==> config.mk <==
export PLATFORM = sky130hd
export DESIGN_NAME = debounce_filter
export DESIGN_NICKNAME = d
export VERILOG_FILES = /design/src/rtl/debounce_pkg.sv /design/src/rtl/sync_2ff.sv /design/src/rtl/debounce_filter.sv
export SDC_FILE = /design/constraint.sdc
export NUM_CORES = 1
export LEC_CHECK = 0
export ABC_AREA = 1
export ABC_CLOCK_PERIOD_IN_PS = 2450
export CAP_MARGIN = 0
export CORE_AREA = 2 2 39 41
export CTS_CLUSTER_SIZE = 28
export DETAILED_ROUTE_END_ITERATION = 8
export DIE_AREA = 0 0 41 43
export MAX_ROUTING_LAYER = met4
export PLACE_DENSITY = 0.49
export SYNTH_ARGS = -nofsm -noshare
export SYNTH_HDL_FRONTEND = slang
export SYNTH_HIERARCHICAL = 1
export SYNTH_SLANG_ARGS = --single-unit
==> constraint.sdc <==
create_clock -name clk -period 2.45 [get_ports clk]
set_clock_uncertainty 0.05 [all_clocks]
set_input_delay 0.49 -clock clk [delete_from_list [all_inputs] [get_ports clk]]
set_output_delay 0.49 -clock clk [all_outputs]
set_load 0.01 [all_outputs]
==> src/rtl/debounce_pkg.sv <==
// Shared types and limits for the debounce filter.
// Used by debounce_filter under both settings of DEBOUNCE_SYNC_EN.
package debounce_pkg;

    localparam int unsigned DEBOUNCE_MIN_STABLE = 2;

    typedef enum logic [1:0] {
        LOW     = 2'd0,
        WAIT_HI = 2'd1,
        HIGH    = 2'd2,
        WAIT_LO = 2'd3
    } debounce_state_e;

endpackage : debounce_pkg

==> src/rtl/sync_2ff.sv <==
// Two-flop synchroniser for a single asynchronous bit; resets to 0.
// Generic so other input stages can reuse it.
module sync_2ff (
    input  logic clk,
    input  logic rst,
    input  logic d,
    output logic q
);

    logic r_meta;
    logic r_sync;

    always_ff @(posedge clk) begin
        if (rst) begin
            r_meta <= 1'b0;
            r_sync <= 1'b0;
        end else begin
            r_meta <= d;
            r_sync <= r_meta;
        end
    end

    assign q = r_sync;

endmodule : sync_2ff

==> src/rtl/debounce_filter.sv <==
// Debounce filter: optional input synchroniser (DEBOUNCE_SYNC_EN), 4-state
// stability FSM, registered level plus rise/fall/glitch pulses.
module debounce_filter
    import debounce_pkg::*;
#(
    parameter int unsigned STABLE_CYCLES = 4
) (
    input  logic clk,
    input  logic rst,
    input  logic din,
    output logic q,
    output logic rise,
    output logic fall,
    output logic glitch
);

    localparam int unsigned CNT_W = $clog2(STABLE_CYCLES + 1);
    localparam logic [CNT_W-1:0] CNT_LAST = CNT_W'(STABLE_CYCLES - 1);
    localparam logic [CNT_W-1:0] CNT_ONE  = CNT_W'(1);

    generate
        if (STABLE_CYCLES < DEBOUNCE_MIN_STABLE) begin : g_bad_stable_cycles
            $error("debounce_filter: STABLE_CYCLES must be at least 2");
        end
    endgenerate

    logic w_s;

`ifdef DEBOUNCE_SYNC_EN
    sync_2ff u_sync (
        .clk (clk),
        .rst (rst),
        .d   (din),
        .q   (w_s)
    );
`else
    assign w_s = din;
`endif

    debounce_state_e  r_state;
    debounce_state_e  w_state_nxt;
    logic [CNT_W-1:0] r_cnt;
    logic [CNT_W-1:0] w_cnt_nxt;
    logic             r_q;
    logic             w_q_nxt;
    logic             r_rise;
    logic             w_rise_nxt;
    logic             r_fall;
    logic             w_fall_nxt;
    logic             r_glitch;
    logic             w_glitch_nxt;

    always_ff @(posedge clk) begin
        if (rst) begin
            r_state  <= LOW;
            r_cnt    <= '0;
            r_q      <= 1'b0;
            r_rise   <= 1'b0;
            r_fall   <= 1'b0;
            r_glitch <= 1'b0;
        end else begin
            r_state  <= w_state_nxt;
            r_cnt    <= w_cnt_nxt;
            r_q      <= w_q_nxt;
            r_rise   <= w_rise_nxt;
            r_fall   <= w_fall_nxt;
            r_glitch <= w_glitch_nxt;
        end
    end

    // Counter restarts on every state change, so it never exceeds CNT_LAST.
    always_comb begin
        w_state_nxt  = r_state;
        w_cnt_nxt    = r_cnt;
        w_q_nxt      = r_q;
        w_rise_nxt   = 1'b0;
        w_fall_nxt   = 1'b0;
        w_glitch_nxt = 1'b0;

        case (r_state)
            LOW: begin
                if (w_s) begin
                    w_state_nxt = WAIT_HI;
                    w_cnt_nxt   = CNT_ONE;
                end
            end
            WAIT_HI: begin
                if (!w_s) begin
                    w_state_nxt  = LOW;
                    w_cnt_nxt    = '0;
                    w_glitch_nxt = 1'b1;
                end else if (r_cnt == CNT_LAST) begin
                    w_state_nxt = HIGH;
                    w_cnt_nxt   = '0;
                    w_q_nxt     = 1'b1;
                    w_rise_nxt  = 1'b1;
                end else begin
                    w_cnt_nxt = r_cnt + CNT_ONE;
                end
            end
            HIGH: begin
                if (!w_s) begin
                    w_state_nxt = WAIT_LO;
                    w_cnt_nxt   = CNT_ONE;
                end
            end
            WAIT_LO: begin
                if (w_s) begin
                    w_state_nxt  = HIGH;
                    w_cnt_nxt    = '0;
                    w_glitch_nxt = 1'b1;
                end else if (r_cnt == CNT_LAST) begin
                    w_state_nxt = LOW;
                    w_cnt_nxt   = '0;
                    w_q_nxt     = 1'b0;
                    w_fall_nxt  = 1'b1;
                end else begin
                    w_cnt_nxt = r_cnt + CNT_ONE;
                end
            end
            default: begin
                w_state_nxt = LOW;
                w_cnt_nxt   = '0;
                w_q_nxt     = 1'b0;
            end
        endcase
    end

    assign q      = r_q;
    assign rise   = r_rise;
    assign fall   = r_fall;
    assign glitch = r_glitch;

endmodule : debounce_filter

==> results_dict.tcl <==
set metrics [dict create \
    cp.buffers_inverters 1 \
    crit_type "flop to output port" \
    grt_max_degree 7 \
    dpl_cell_area_um2 450 \
    worstMarginPinSlew_ns 0.227 \
    grt_pass1_vias 312 \
    insertion_delay_ns 0.26 \
    synth_top_cell_by_area "dfxtp_1" \
    hold_start "r_cnt[2]" \
    syn_avg_cell_area_um2 7.72 \
    port_buffers 6 \
    grt_overflow 0 \
    crit_path_cell_trace "clkdlybuf4s50_1" \
    critPathLaunch "q" \
    final_antenna_net_count 0 \
    max_slew_margin_pct 84.9 \
    stdcell_area_um2 477 \
    initial_core_util_pct 26.8 \
    path_max_fanout 2 \
    syn2layout_area_growth_pct 28.7 \
    gp_congestion 0.801 \
    fin_crit_ns 1.65 \
    r2r-end "q" \
    ys_top_cells_by_count "dfxtp_1 (9), nand2_1 (7), inv_1 (6)" \
    num_antenna_cells 0 \
    rsz0062_at_grt "no" \
    cts.path.max_buffers 2 \
    cp-start-kind "flop" \
    yosysMostFrequentCell "dfxtp_1" \
    n_fill_cell 163 \
    fin_crit_sh_pct 67.3 \
    powerDensity_nw_per_um2 600 \
    maxCapViolCount 0 \
    synth_area_leaders "dfxtp_1 (49%), nand2_1 (7.1%), a21oi_1 (6.8%)" \
    ys.flop_type "dfxtp_1" \
    slowest_stage "clkdlybuf4s50_1" \
    ir_worst_vdd_mv 0.199 \
    h-tree-depth 1 \
    chipHeight_um 43 \
    ff2ff_setup_slack_ns 1.34 \
    status "finished clean" \
    drt_iter0_drc 4 \
    netlist_instances 48 \
    vias 343 \
    fmax_ghz 0.607 \
    crit_path_end_kind "output port" \
    num_io_pins 7 \
    synthArstFlopShare_pct 0 \
    cts_made_buffers 3 \
    coreArea_um2 1380 \
    synth_seq_area_share_pct 48.6 \
    setup_tns_ns 0 \
    dp_hpwl_um 566 \
    path_delay_family "buffers and inverters" \
    crit_arrival_ns 1.11 \
    drt-pass1-iter-count 4 \
    cts_setup_buffers 0 \
    grtUsageTotal_pct 11.5 \
    routedWlPerCell_um 9.70 \
    syn_area_um2 370 \
    nNetsFinal 63 \
    timing.hold.ws_ns 0.393 \
    finalSetupViolCount 0 \
    cts-root-buf "clkbuf_4" \
    p_leak_nw 0.186 \
    synth_edf_count 0 \
    crit_path_max_incr_delay_ns 0.53 \
    reg2regPathDepth 6 \
    hold_buffers 0 \
    grt_pass1_wl_um 1270 \
    hold_viol_final 0 \
    multi_input_area_um2 160 \
    clkTransAtPathRegs_ns 0.06 \
    endpoint "q" \
    cp.depth 1 \
    drv_slew 0 \
    ys_warn_count 6 \
    critPathRequiredTime_ns 1.91 \
    vias_per_cell 4.64 \
    hp-class "flop to flop" \
    cts_resized 0 \
    rr_startpoint "r_cnt[0]" \
    wl_um 718 \
    cts_tree "done" \
    die_w_um 41 \
    drive_gt1_share_pct 13.8 \
    seqCellArea_um2 180 \
    die_area_um2 1760 \
    drc_errors 0 \
    rows 14 \
    ys_seq_elements 9 \
    synth_cell_types 14 \
    antenna_found_initial 0 \
    synth_top_area_share_pct 48.6 \
    synthesis.nets 52 \
    cts.sink_count 9 \
]
[routing by layer]
metal / wire length (µm) / track usage [%]
met3: 36 / 3.14
met5: 0 / -
met1: 311 / 14.5
met2: 348 / 14.4
met4: 22 / 10.0
[cells in the final DEF (no fill, tap or decap)]
cell             count
ha_1                 1
clkbuf_1             1
clkbuf_4             3
clkdlybuf4s50_1      6
a21oi_1              5
nand3_1              5
nor2_1               4
clkinv_1             1
dfxtp_1              9
inv_2                1
inv_1                6
nor3_1               2
nand3_2              1
nand4_1              2
nand2_1              7
o21ai_0              1
nand2_2              3
[cells by family after synthesis]
kind of cell / count (synthesis) / synth area share (%)
adders and majority gates: 1 / 3.38
and+or+nand+nor: 24 / 31.8
buffers and inverters: 8 / 8.11
AOI/OAI and AO/OA: 6 / 8.11
DFF: 9 / 48.6
[cell type report]
cell class              instances  area share [%]
clock buffers                   4            5.51
inverters                       8            6.30
multi-input cells              31            33.6
flip-flops and latches          9            37.8
well taps                      16            4.20
repair buffers                  6            12.6
[power by group]
group	internal, mW	switching (mW)	leakage (nW)	total [mW]
sequential	0.149	0.00269	0.0732	0.152
combinational	0.00850	0.0114	0.0975	0.0199
clock	0.0627	0.0514	0.0150	0.114
[stage by stage]
stage	util [%]	cells	total power, mW	setup slack, ns
global placement	32.5	70	0.176	0.803
floorplan	-	48	0.167	1.41
CTS	34.4	74	0.291	0.789
global route	34.4	74	0.303	0.754
detailed placement	32.5	70	0.176	0.802
finish	34.4	74	0.286	0.802
[how the worst min path moves through the flow]
stage | endpoint | cells after the start
after floorplan | r_cnt[2] | 2
after global placement | r_cnt[2] | 2
after detailed placement | r_cnt[2] | 2
after CTS | r_cnt[2] | 2
after global routing | r_cnt[2] | 2
final | r_cnt[2] | 2
(Power assumes the default switching activity.)
==> RTL edit, RTL diff (same flow settings) <==
`STABLE_CYCLES`: 4 -> 8.
--- a/src/rtl/debounce_filter.sv
+++ b/src/rtl/debounce_filter.sv
@@ -3,7 +3,7 @@
 module debounce_filter
     import debounce_pkg::*;
 #(
-    parameter int unsigned STABLE_CYCLES = 4
+    parameter int unsigned STABLE_CYCLES = 8
 ) (
     input  logic clk,
     input  logic rst,
Check against the original RTL: not equivalent (a bounded check fails within 10 cycles, from zero or initial values and one cycle with rst high).
==> RTL edit against the unedited design <==
  * Sequential cell count up 1
  * Fmax is 1.2% lower
  * Cell count grew 12%
  * Cell area increased by 15%
  * Combinational power decreased by 12%
  * Highest routed layer unchanged
  * Routed wire length up 7.7%
  * Setup slack got worse by 0.019 ns
  * Power up 18%
  * Synthesized area increased by 17%
  * Critical path depth stayed put
==> RTL edit: results (changes against the unedited design) <==
| Metric | Value |
|---|---|
| Tot GR Track Use | 0.1135 (was 0.1153) |
| Post-placement cell area | 511.7 um2 (was 450.4 um2) |
| Top cells by area, synth | dfxtp_1 (46%), nand2_1 (10%), nand3_1 (7.0%), nor2_1 (6.1%), inv_1 (5.2%) (was dfxtp_1 (49%), nand2_1 (7.1%), a21oi_1 (6.8%), nand3_1 (6.8%), inv_1 (6.1%)) |
| Syn_nets | 61 (was 52) |
| Reg with most FFs | r_cnt |
| Static leakage | 0.0002290 uW (was 0.0001856 uW) |
| IR drop worst, VDD | 253.1 uV (was 198.6 uV) |
| Post-DP HPWL | 588.7 um (was 566.3 um) |
| Gpl congestion | 0.6733 (was 0.8005) |
| Seq/Total Area, Yosys | 0.4638 (was 0.4865) |
| Status | completed (unchanged) |
| Nets | 72 (was 63) |
| Largest net degree at the start of global routing | 10 (was 7) |
| DRT iter0 DRCs | 11 (was 4) |
| Root Buffer | clkbuf_4 (unchanged) |
| Number of global-route vias before repair | 320 (was 312) |
| Net Sw Power | 73.66 uW (was 65.50 uW) |
| Critical path's slowest cell | clkdlybuf4s50_1 (unchanged) |
| Vias | 375 (was 343) |
| Commonest cells post-synth | nand2_1 (12), dfxtp_1 (10), nor2_1 (7) (was dfxtp_1 (9), nand2_1 (7), inv_1 (6)) |
| WL/cell | 9.313 um (was 9.703 um) |
| Placement Setup Slack | 0.7548 ns (was 0.8024 ns) |
| Share of cells above drive strength 1 | 0.1343 (was 0.1379) |
| CTS Buf Count | 3 (unchanged) |
| Crit path arrival time | 1.13 ns (was 1.11 ns) |
| First-pass GRT wire length | 1.255 mm (was 1.269 mm) |
| Filler cells | 147 (was 163) |
| Max_slew headroom | 0.8245 (was 0.8487) |
| Netlist cell types | 16 (was 14) |
## RTL edit: kinds of logic (layout without fill, tap and decap cells)
| family | after synthesis | count (layout) | share of synthesized area |
|---|---|---|---|
| simple gates | 33 | 33 | 0.3797 |
| compound gates | 5 | 5 | 0.05796 |
| flops | 10 | 10 | 0.4638 |
| buf+inv | 8 | 18 | 0.06957 |
| fa+ha+maj | 1 | 1 | 0.02898 |
## RTL edit: layout make-up
class	instances	area share
flip-flops and latches	10	0.3653
clock buffers	4	0.06621
inverters	8	0.05479
repair buffers	6	0.1096
multi-input cells	39	0.3676
well taps	16	0.03653
## RTL edit: tightest hold or removal path, cell delays in order (launching register included)
cell and delay (ns):
dfxtp_1 0.31, nand3_1 0.07, nand2_1 0.04
## RTL edit: metal layers
metal  GRT usage  wire length (um)  vias up  part of all wire
li1            -                 -      206                 -
met1      0.1396               394      162              0.51
met2      0.1438               338        5              0.44
met3     0.04712                33        2             0.043
met4     0.08000                 6        0            0.0078
met5           -                 0        -                 0
## RTL edit: power by group through the flow
stage / combinational (uW) / sequential, uW / clock (uW)
CTS: 17.9 / 169 / 155
global placement: 17.6 / 173 / 0
floorplan: 9.78 / 172 / 0
global route: 19.8 / 170 / 164
finish: 17.6 / 169 / 150
detailed placement: 17.8 / 173 / 0
## RTL edit: per-stage QoR
step	util	instances	power (uW)
after floorplan	-	57	182.0
after global placement	0.3698	79	190.7
after detailed placement	0.3698	79	190.8
after CTS	0.3960	83	341.8
after global routing	0.3960	83	353.5
final	0.3960	83	336.5
## RTL edit: final timing paths
path,from,endpoint,cells after the start,slack [ns]
max,q,q,1,0.78
min,q,q,2,0.42
max reg2reg,r_cnt[0],flip-flop,6,1.15
min reg2reg,q,q,2,0.42
